## config.mk

```make
export PLATFORM = sky130hd
export DESIGN_NAME = frame_source
export DESIGN_NICKNAME = d
export VERILOG_FILES = /design/src/rtl/frame_source_pkg.sv /design/src/rtl/frame_source_bank.sv /design/src/rtl/frame_source.sv
export SDC_FILE = /design/constraint.sdc
export NUM_CORES = 1
export LEC_CHECK = 0
export CAP_MARGIN = 20
export CORE_MARGIN = 2
export CORE_UTILIZATION = 52
export DETAILED_ROUTE_END_ITERATION = 10
export HOLD_SLACK_MARGIN = 0.06
export PLACE_DENSITY = 0.75
export SLEW_MARGIN = 20
export SYNTH_ARGS = -nofsm -noshare
export SYNTH_HDL_FRONTEND = slang
export SYNTH_SLANG_ARGS = --single-unit
```

## constraint.sdc

```tcl
create_clock -name clk -period 4.9 [get_ports clk]
set_input_delay 0.98 -clock clk [delete_from_list [all_inputs] [get_ports clk]]
set_output_delay 0.98 -clock clk [all_outputs]
set_load 0.1 [all_outputs]
```

## src/rtl/frame_source_pkg.sv

```systemverilog
// Shared frame geometry and gray depth for the frame source and the VGA engine.
// Also holds the state type of the bank-swap controller.
package frame_source_pkg;

    localparam int FS_PIXELS     = 64;
    localparam int FS_GRAY_WIDTH = 4;

    typedef enum logic {
        SWAP_IDLE    = 1'b0,
        SWAP_PENDING = 1'b1
    } swap_state_t;

endpackage

```

## src/rtl/frame_source_bank.sv

```systemverilog
// One PIXELS x GRAY_WIDTH pixel bank.
// Synchronous write port, combinational read port; contents are never reset.
module frame_bank #(
    parameter int PIXELS     = 64,
    parameter int GRAY_WIDTH = 4,
    parameter int ADDR_WIDTH = $clog2(PIXELS)
) (
    input  logic                  clk,
    input  logic                  i_wr_en,
    input  logic [ADDR_WIDTH-1:0] i_wr_addr,
    input  logic [GRAY_WIDTH-1:0] i_wr_data,
    input  logic [ADDR_WIDTH-1:0] i_rd_addr,
    output logic [GRAY_WIDTH-1:0] o_rd_data
);

    logic [GRAY_WIDTH-1:0] r_mem [PIXELS];

    always_ff @(posedge clk) begin
        if (i_wr_en) begin
            r_mem[i_wr_addr] <= i_wr_data;
        end
    end

    assign o_rd_data = r_mem[i_rd_addr];

endmodule

```

## src/rtl/frame_source.sv

```systemverilog
// Double-buffered frame source: streams the front bank to the VGA engine and
// swaps banks only on a frame restart so the display never shows a torn frame.
module frame_source
    import frame_source_pkg::*;
#(
    parameter int PIXELS     = FS_PIXELS,
    parameter int GRAY_WIDTH = FS_GRAY_WIDTH,
    parameter int ADDR_WIDTH = $clog2(PIXELS)
) (
    input  logic                  clk,
    input  logic                  rst_n,
    input  logic                  frame_next_pixel_in,
    input  logic                  frame_reset_in,
    output logic [GRAY_WIDTH-1:0] frame_pixel_out,
    input  logic                  wr_en,
    input  logic [ADDR_WIDTH-1:0] wr_addr,
    input  logic [GRAY_WIDTH-1:0] wr_data,
    input  logic                  swap_req,
    output logic                  swap_pending,
    output logic                  swap_done,
    output logic                  front_bank,
    output logic [7:0]            frame_count,
    output logic                  ptr_wrap
);

    swap_state_t           r_state;
    swap_state_t           w_state_next;
    logic [ADDR_WIDTH-1:0] r_ptr;
    logic [ADDR_WIDTH-1:0] w_ptr_next;
    logic                  w_ptr_last;
    logic                  w_wrap_next;
    logic                  r_front_bank;
    logic                  w_front_next;
    logic                  w_do_swap;
    logic                  w_swap_pending;
    logic                  w_wr_in_range;
    logic [GRAY_WIDTH-1:0] r_pixel;
    logic                  r_swap_done;
    logic                  r_ptr_wrap;
    logic [7:0]            r_frame_count;
    logic [1:0]            w_bank_we;
    logic [GRAY_WIDTH-1:0] w_rd_data [2];

    // Read pointer: restart beats advance, last pixel wraps to 0
    assign w_ptr_last  = (r_ptr == ADDR_WIDTH'(PIXELS - 1));
    assign w_wrap_next = !frame_reset_in && frame_next_pixel_in && w_ptr_last;

    always_comb begin
        w_ptr_next = r_ptr;
        if (frame_reset_in) begin
            w_ptr_next = '0;
        end else if (frame_next_pixel_in) begin
            w_ptr_next = w_ptr_last ? '0 : r_ptr + ADDR_WIDTH'(1);
        end
    end

    // Swap controller, state register
    always_ff @(posedge clk) begin
        if (!rst_n) begin
            r_state <= SWAP_IDLE;
        end else begin
            r_state <= w_state_next;
        end
    end

    // Swap controller, next state; a request coinciding with a restart swaps at once
    always_comb begin
        w_state_next = r_state;
        case (r_state)
            SWAP_IDLE: begin
                if (swap_req && !frame_reset_in) begin
                    w_state_next = SWAP_PENDING;
                end
            end
            SWAP_PENDING: begin
                if (frame_reset_in) begin
                    w_state_next = SWAP_IDLE;
                end
            end
            default: w_state_next = SWAP_IDLE;
        endcase
    end

    // Swap controller, outputs
    always_comb begin
        w_swap_pending = (r_state == SWAP_PENDING);
        w_do_swap      = frame_reset_in && (w_swap_pending || swap_req);
    end

    assign w_front_next  = r_front_bank ^ w_do_swap;
    assign w_wr_in_range = ({1'b0, wr_addr} < (ADDR_WIDTH + 1)'(PIXELS));

    // Only the bank that is the back bank at the start of the cycle is writable
    for (genvar b = 0; b < 2; b++) begin : g_bank
        assign w_bank_we[b] = wr_en && w_wr_in_range && (r_front_bank != 1'(b));

        frame_bank #(
            .PIXELS     (PIXELS),
            .GRAY_WIDTH (GRAY_WIDTH),
            .ADDR_WIDTH (ADDR_WIDTH)
        ) u_bank (
            .clk       (clk),
            .i_wr_en   (w_bank_we[b]),
            .i_wr_addr (wr_addr),
            .i_wr_data (wr_data),
            .i_rd_addr (w_ptr_next),
            .o_rd_data (w_rd_data[b])
        );
    end

    always_ff @(posedge clk) begin
        if (!rst_n) begin
            r_ptr         <= '0;
            r_front_bank  <= 1'b0;
            r_pixel       <= '0;
            r_swap_done   <= 1'b0;
            r_ptr_wrap    <= 1'b0;
            r_frame_count <= '0;
        end else begin
            r_ptr        <= w_ptr_next;
            r_front_bank <= w_front_next;
            r_pixel      <= w_rd_data[w_front_next];
            r_swap_done  <= w_do_swap;
            r_ptr_wrap   <= w_wrap_next;
            if (frame_reset_in) begin
                r_frame_count <= r_frame_count + 8'd1;
            end
        end
    end

    assign frame_pixel_out = r_pixel;
    assign swap_pending    = w_swap_pending;
    assign swap_done       = r_swap_done;
    assign front_bank      = r_front_bank;
    assign frame_count     = r_frame_count;
    assign ptr_wrap        = r_ptr_wrap;

endmodule
```

== Word-level counts from Yosys, hierarchy flattened ==
Memories as Yosys holds them, arrays and structs flattened.
Cells that the tools add are included.

* Bits in registers: 22
* Bits in latches: 0
* Bits in writable memories: 512
* Memory bits (read-only): 0
* Bits of input ports: 16
* Output and inout bits: 16
* Word-level logic and storage cells: 38
* Memories: 2

* $add $sub $neg: 2
* Multipliers: 0
* Divide/modulo/power cells: 0
* Order comparisons: 1
* Equal/unequal tests: 1
* Shift-type cells: 0
* Muxes and demuxes: 13
* Bitwise operators: 4
* Reductions and logical operators: 8

{| class="wikitable"
|+ Memory list
! memory !! words !! width !! read ports !! clocked after Yosys merged registers in !! write ports !! RTL line !! RTL
|-
| g_bank[0].u_bank.r_mem || 64 || 4 || 1 || 0 || 1 || frame_source_bank.sv:16 || <nowiki>logic [GRAY_WIDTH-1:0] r_mem [PIXELS];</nowiki>
|-
| g_bank[1].u_bank.r_mem || 64 || 4 || 1 || 0 || 1 || frame_source_bank.sv:16 ||
|}

{| class="wikitable"
|+ Operators by type and width
! operator !! number
|-
| 2-to-1 mux 6 bit || 3
|-
| 2-to-1 mux 4 bit || 3
|-
| adder 8 x 1 -> 8 bit (second input constant) || 1
|-
| adder 6 x 1 -> 6 bit (second input constant) || 1
|-
| == test 6 bit (second input constant) || 1
|-
| logical AND 1 bit || 6
|-
| 2-to-1 mux 1 bit || 6
|-
| >= comparator 2 bit (second input constant) || 1
|-
| NOT 1 bit || 2
|-
| NOT 1 -> 2 bit || 1
|-
| case mux 1 bit (2 select lines) || 1
|-
| logical NOT 1 bit || 1
|-
| logical OR 1 bit || 1
|-
| XOR 1 bit || 1
|}

== Depth between registers and ports, before layout ==
An unclocked memory read counts as a cell.

* Depth in word-level cells: 8
* Gate-level depth with buffers: 12
* Gate-level depth less buffers: 9

== Modules after synthesis ==
From an unflattened synthesis, not the netlist that was laid out.

* Cells, all modules: 1138
* Area, all modules: 21590.7 um^2

{| class="wikitable"
|+ Modules (own cells, without submodules)
! module !! instances !! cells an instance !! area an instance (um^2) !! seq. area each (um^2)
|-
| frame_bank || 2 || 517 || 10327.4 || 7687.4
|-
| frame_source || 1 || 104 || 935.9 || 440.4
|}

== Least setup slack after synthesis ==
No wires, ideal clock.

* Path kind: input -> register
* Start: in frame_next_pixel_in
* End: reg r_pixel[1] (netlist: frame_pixel_out[1])
* Library setup time: 0.125 ns
* Arrival: 2.539 ns
* Data required time: 4.775 ns
* Slack: 2.236 ns
* Stages on the path: 11
* Buffers on the path: 3
* Cell sequence: buf_4 > a21bo_2 > a21oi_2 > and2_1 > buf_2 > clkbuf_1 > nand3_1 > a31oi_1 > nor3_1 > nand3_1 > nand4_1

* Cells in the longest elaborated chain, start to end: 6
* Elaborated cells on any way between the ends: 7
* Classes of those cells: mux (5); memory (2)

{| class="wikitable"
|+ RTL lines
! item !! RTL line !! RTL
|-
| from (decl) || frame_source.sv:12 || <nowiki>input logic frame_next_pixel_in,</nowiki>
|-
| 2-to-1 mux 6 bit * || frame_source.sv:52 || <nowiki>end else if (frame_next_pixel_in) begin</nowiki>
|-
| 2-to-1 mux 6 bit * || frame_source.sv:50 || <nowiki>if (frame_reset_in) begin</nowiki>
|-
| memory (64 x 4 bit) || n/a ||
|-
| 2-to-1 mux 4 bit (implied by the code) * (3 in series) || frame_source.sv:122 || <nowiki>r_pixel <= w_rd_data[w_front_next];</nowiki>
|-
| to (signal assigned) || frame_source.sv:122 ||
|-
| to (decl) || frame_source.sv:37 || <nowiki>logic [GRAY_WIDTH-1:0] r_pixel;</nowiki>
|}

Every way passes the cells marked *; elsewhere a longest branch is shown, timed or not. The select of a mux whose other input is x is not followed.
A chain may end at the register's enable or synchronous reset.

== Worst setup path in the final report ==
* Start: in frame_next_pixel_in
* End: reg r_pixel[3] (netlist: frame_pixel_out[3])

The elaborated chain is that of the path after synthesis.

==> impl_metrics.yaml <==
status:
  status: "completed"
detailed_routing:
  drcViolationCount: 0
  wirelength_um: 50800
  first_iter_violations: 1819
  vias: 13582
  firstDrtPassIters: 7
  wl_per_cell_um: 22.7
  ant_nets: 0
  vias_per_cell: 6.06
synthesis:
  syn-num-nets: 1668
  synth_flop_cell: "edfxtp_1"
  synth-seq-cells: 534
  ys_seq_area_share_pct: 73.8
  synth_edf_count: 512
  synth_area_leaders: "edfxtp_1 (72%), nand2_1 (7.6%), nand3_1 (3.6%)"
  synth_top_cell_area_share_pct: 71.7
  yosys.area.top_type: "edfxtp_1"
  yosys_warnings: 0
  syn-mean-instance-area_um2: 13.0
  netlist_instances: 1650
  yosysUniqueCellTypes: 41
  synthArstFlopShare_pct: 0
  synth_area_um2: 21400
sta:
  setup_violations: 0
  holdWs_ns: 0.488
  finalCritPeriodShare_pct: 75.7
  max_freq_ghz: 0.269
  fin_setup_tns_ns: 0
  hold_viol: 0
  tightest_slew_ns: 1.10
  max-slew-margin-rel_pct: 27.0
  rsz0062_at_grt: "no"
  drv_slew: 0
  finClkSkew_ns: 0.0214
  timing.final.crit_period_ns: 3.71
cts:
  post_cts_resized: 0
  cts_tree: "done"
  hold_buffers: 0
  cts_root_buf: "clkbuf_16"
  cts-htree-levels: 2
  cts.sinks: 534
  numCtsBuffers: 53
  clk_latency_ns: 0.60
  post_cts.repair.setup_buffers: 0
  clk_pin_slew_ns: 0.06
  clock_path_buffers: 3
setup_path:
  path_class: "primary input to flip-flop"
  start_kind: "primary input"
  worst-path-max-fanout: 45
  crit_buf_inv: 2
  crit_chain: "clkdlybuf4s50_1 -> a21bo_2 -> a21oi_2 -> and2_2 -> buf_4 -> a32oi_1 -> a31oi_1 -> nor3_1 -> nand3_1 -> nand4_1"
  cp-end-kind: "flip-flop"
  critical-path-top-delay-family: "simple AND/OR/NAND/NOR gates"
  cp_slowest_cell: "and2_2"
  r2r_setup_slack_ns: 1.28
  worstPathArrival_ns: 4.18
  cp.required_ns: 5.37
  crit_path_max_incr_delay_ns: 0.95
placement:
  placedCellCount: 2146
  postPlaceCellArea_um2: 22300
  dp_hpwl_um: 31100
  gp_congestion: 0.921
  io_buffers: 31
global_route:
  grt_pass1_wl_um: 77300
  grt_pass1_vias: 13289
  grt_max_degree: 108
  grt_usage_pct: 23.5
  grt_overflow: 0
  antenna_found_initial: 1
layout:
  area_growth_pct: 11.8
  drive_above_1_share_pct: 7.54
  antenna_cells: 0
  fin_cells: 2243
  fillCellCount: 3086
  stdcell_area_um2: 24000
  layout.nets: 1687
floorplanning:
  ios: 32
  initial_core_util_pct: 52.6
  dieArea_um2: 42900
  chipWidth_um: 207
  coreArea_um2: 40700
  row_count: 74
  dieHeight_um: 207
power_and_ir_drop:
  power_leakage_nw: 8.13
  power_density_nw_per_um2: 398
  ir_drop_v: 0.000306
hold_path:
  hold_class: "flip-flop to flip-flop"
flow_run:
  cap_viol_max_count: 0
-- state kept, by name, summed over array words and instances, names as in the netlist --
signal and flops:
frame_pixel_out 4, r_ptr 6, swap_pending 1, ptr_wrap 1, frame_count 8, front_bank 1
swap_done 1, g_bank.u_bank.r_mem 512
-- metrics by stage --
| stage | utilization, % | total power, mW | setup slack, ns |
|---|---|---|---|
| finish | 58.9 | 9.54 | 1.19 |
| global route | 58.9 | 9.79 | 0.995 |
| CTS | 58.8 | 9.57 | 1.28 |
| detailed placement | 54.7 | 5.65 | 0.635 |
| global placement | 54.7 | 5.64 | 0.769 |
| floorplan | - | 5.44 | 2.24 |
-- worst min-delay path: cells and delay by family (launching register included) --
family / cells / cell delay (ns)
DFF: 1 / 0.31
AOI/OAI and AO/OA: 2 / 0.13
-- path summary, 6_finish.rpt --
path / start / endpoint / cells past startpoint
hold / removal: frame_count[7] / frame_count[7] / 2
setup reg to reg: r_ptr[0] / frame_pixel_out[1] / 11
hold reg to reg: frame_count[7] / frame_count[7] / 2
setup / recovery: frame_next_pixel_in / frame_pixel_out[3] / 10
-- report_power, final --
part	switching, mW	leakage [nW]	total, mW	internal (mW)
Combinational	0.397	2.52	0.529	0.133
Clock	1.65	0.834	3.98	2.33
Sequential	0.0141	4.78	5.03	5.02
-- Yosys cell counts, drive strengths merged (8+ instances only) --
| master | n |
|---|---|
| clkbuf | 52 |
| dfxtp | 22 |
| a41o | 8 |
| nand2 | 432 |
| nor4 | 8 |
| a32oi | 56 |
| mux2i | 58 |
| inv | 17 |
| edfxtp | 512 |
| a31oi | 57 |
| nor3 | 10 |
| nand4 | 10 |
| nand3 | 155 |
| buf | 50 |
| nor2 | 145 |
-- area by class of cell --
type                            count  area (µm²)  share of cell area (%)
Clock buffer                       74        1460                    6.07
Clock inverter                     23         250                    1.04
Inverter                           17        63.8                   0.266
Multi-Input combinational cell    997        5100                    21.3
Sequential cell                   534       15800                    66.0
Tap cell                          532         666                    2.78
Timing Repair Buffer               66         633                    2.64
-- per-layer routing --
layer | track usage, % | vias to the layer above | wire length [µm]
met5 | 0 | - | 16
met4 | 9.95 | 2 | 1910
met3 | 6.50 | 127 | 5510
met2 | 35.9 | 778 | 23200
met1 | 31.8 | 6596 | 20200
li1 | - | 6079 | -
-- layout by cell type, fill, tap and decap left out, types with 5 or more instances in the layout --
| cell type | synthesis | layout |
|---|---|---|
| edfxtp_1 | 512 | 512 |
| nand2_1 | 432 | 432 |
| nand3_1 | 155 | 155 |
| nor2_1 | 144 | 143 |
| mux2i_1 | 58 | 58 |
| a32oi_1 | 56 | 56 |
| a31oi_1 | 56 | 56 |
| clkbuf_16 | 0 | 54 |
| buf_4 | 9 | 32 |
| clkdlybuf4s50_1 | 0 | 27 |
| dfxtp_1 | 22 | 22 |
| inv_1 | 17 | 17 |
| clkbuf_1 | 52 | 17 |
| nor3_1 | 10 | 10 |
| nand4_1 | 10 | 10 |
| clkinv_2 | 0 | 9 |
| nor4_1 | 8 | 8 |
| a41o_1 | 8 | 8 |
| nand3b_1 | 7 | 7 |
| xor2_1 | 6 | 6 |
| or3b_2 | 6 | 6 |
| clkinv_1 | 0 | 6 |
| and2_1 | 7 | 5 |
| or3_1 | 5 | 5 |
| bufinv_16 | 0 | 5 |
| buf_12 | 0 | 5 |
-- cell families (layout without fill, tap and decap cells) --
| kind of cell | Yosys count | in the layout | share of synthesized area [%] |
|---|---|---|---|
| AND/OR/NAND/NOR | 794 | 794 | 15.6 |
| flip-flops | 534 | 534 | 73.8 |
| AO/OA/AOI/OAI | 135 | 135 | 4.87 |
| buffers and inverters | 119 | 180 | 2.59 |
| multiplexers | 58 | 58 | 2.71 |
| XOR/XNOR | 8 | 8 | 0.362 |
| adder cells (fa/ha/maj) | 2 | 2 | 0.117 |
Power figures use the tool's default switching activity.
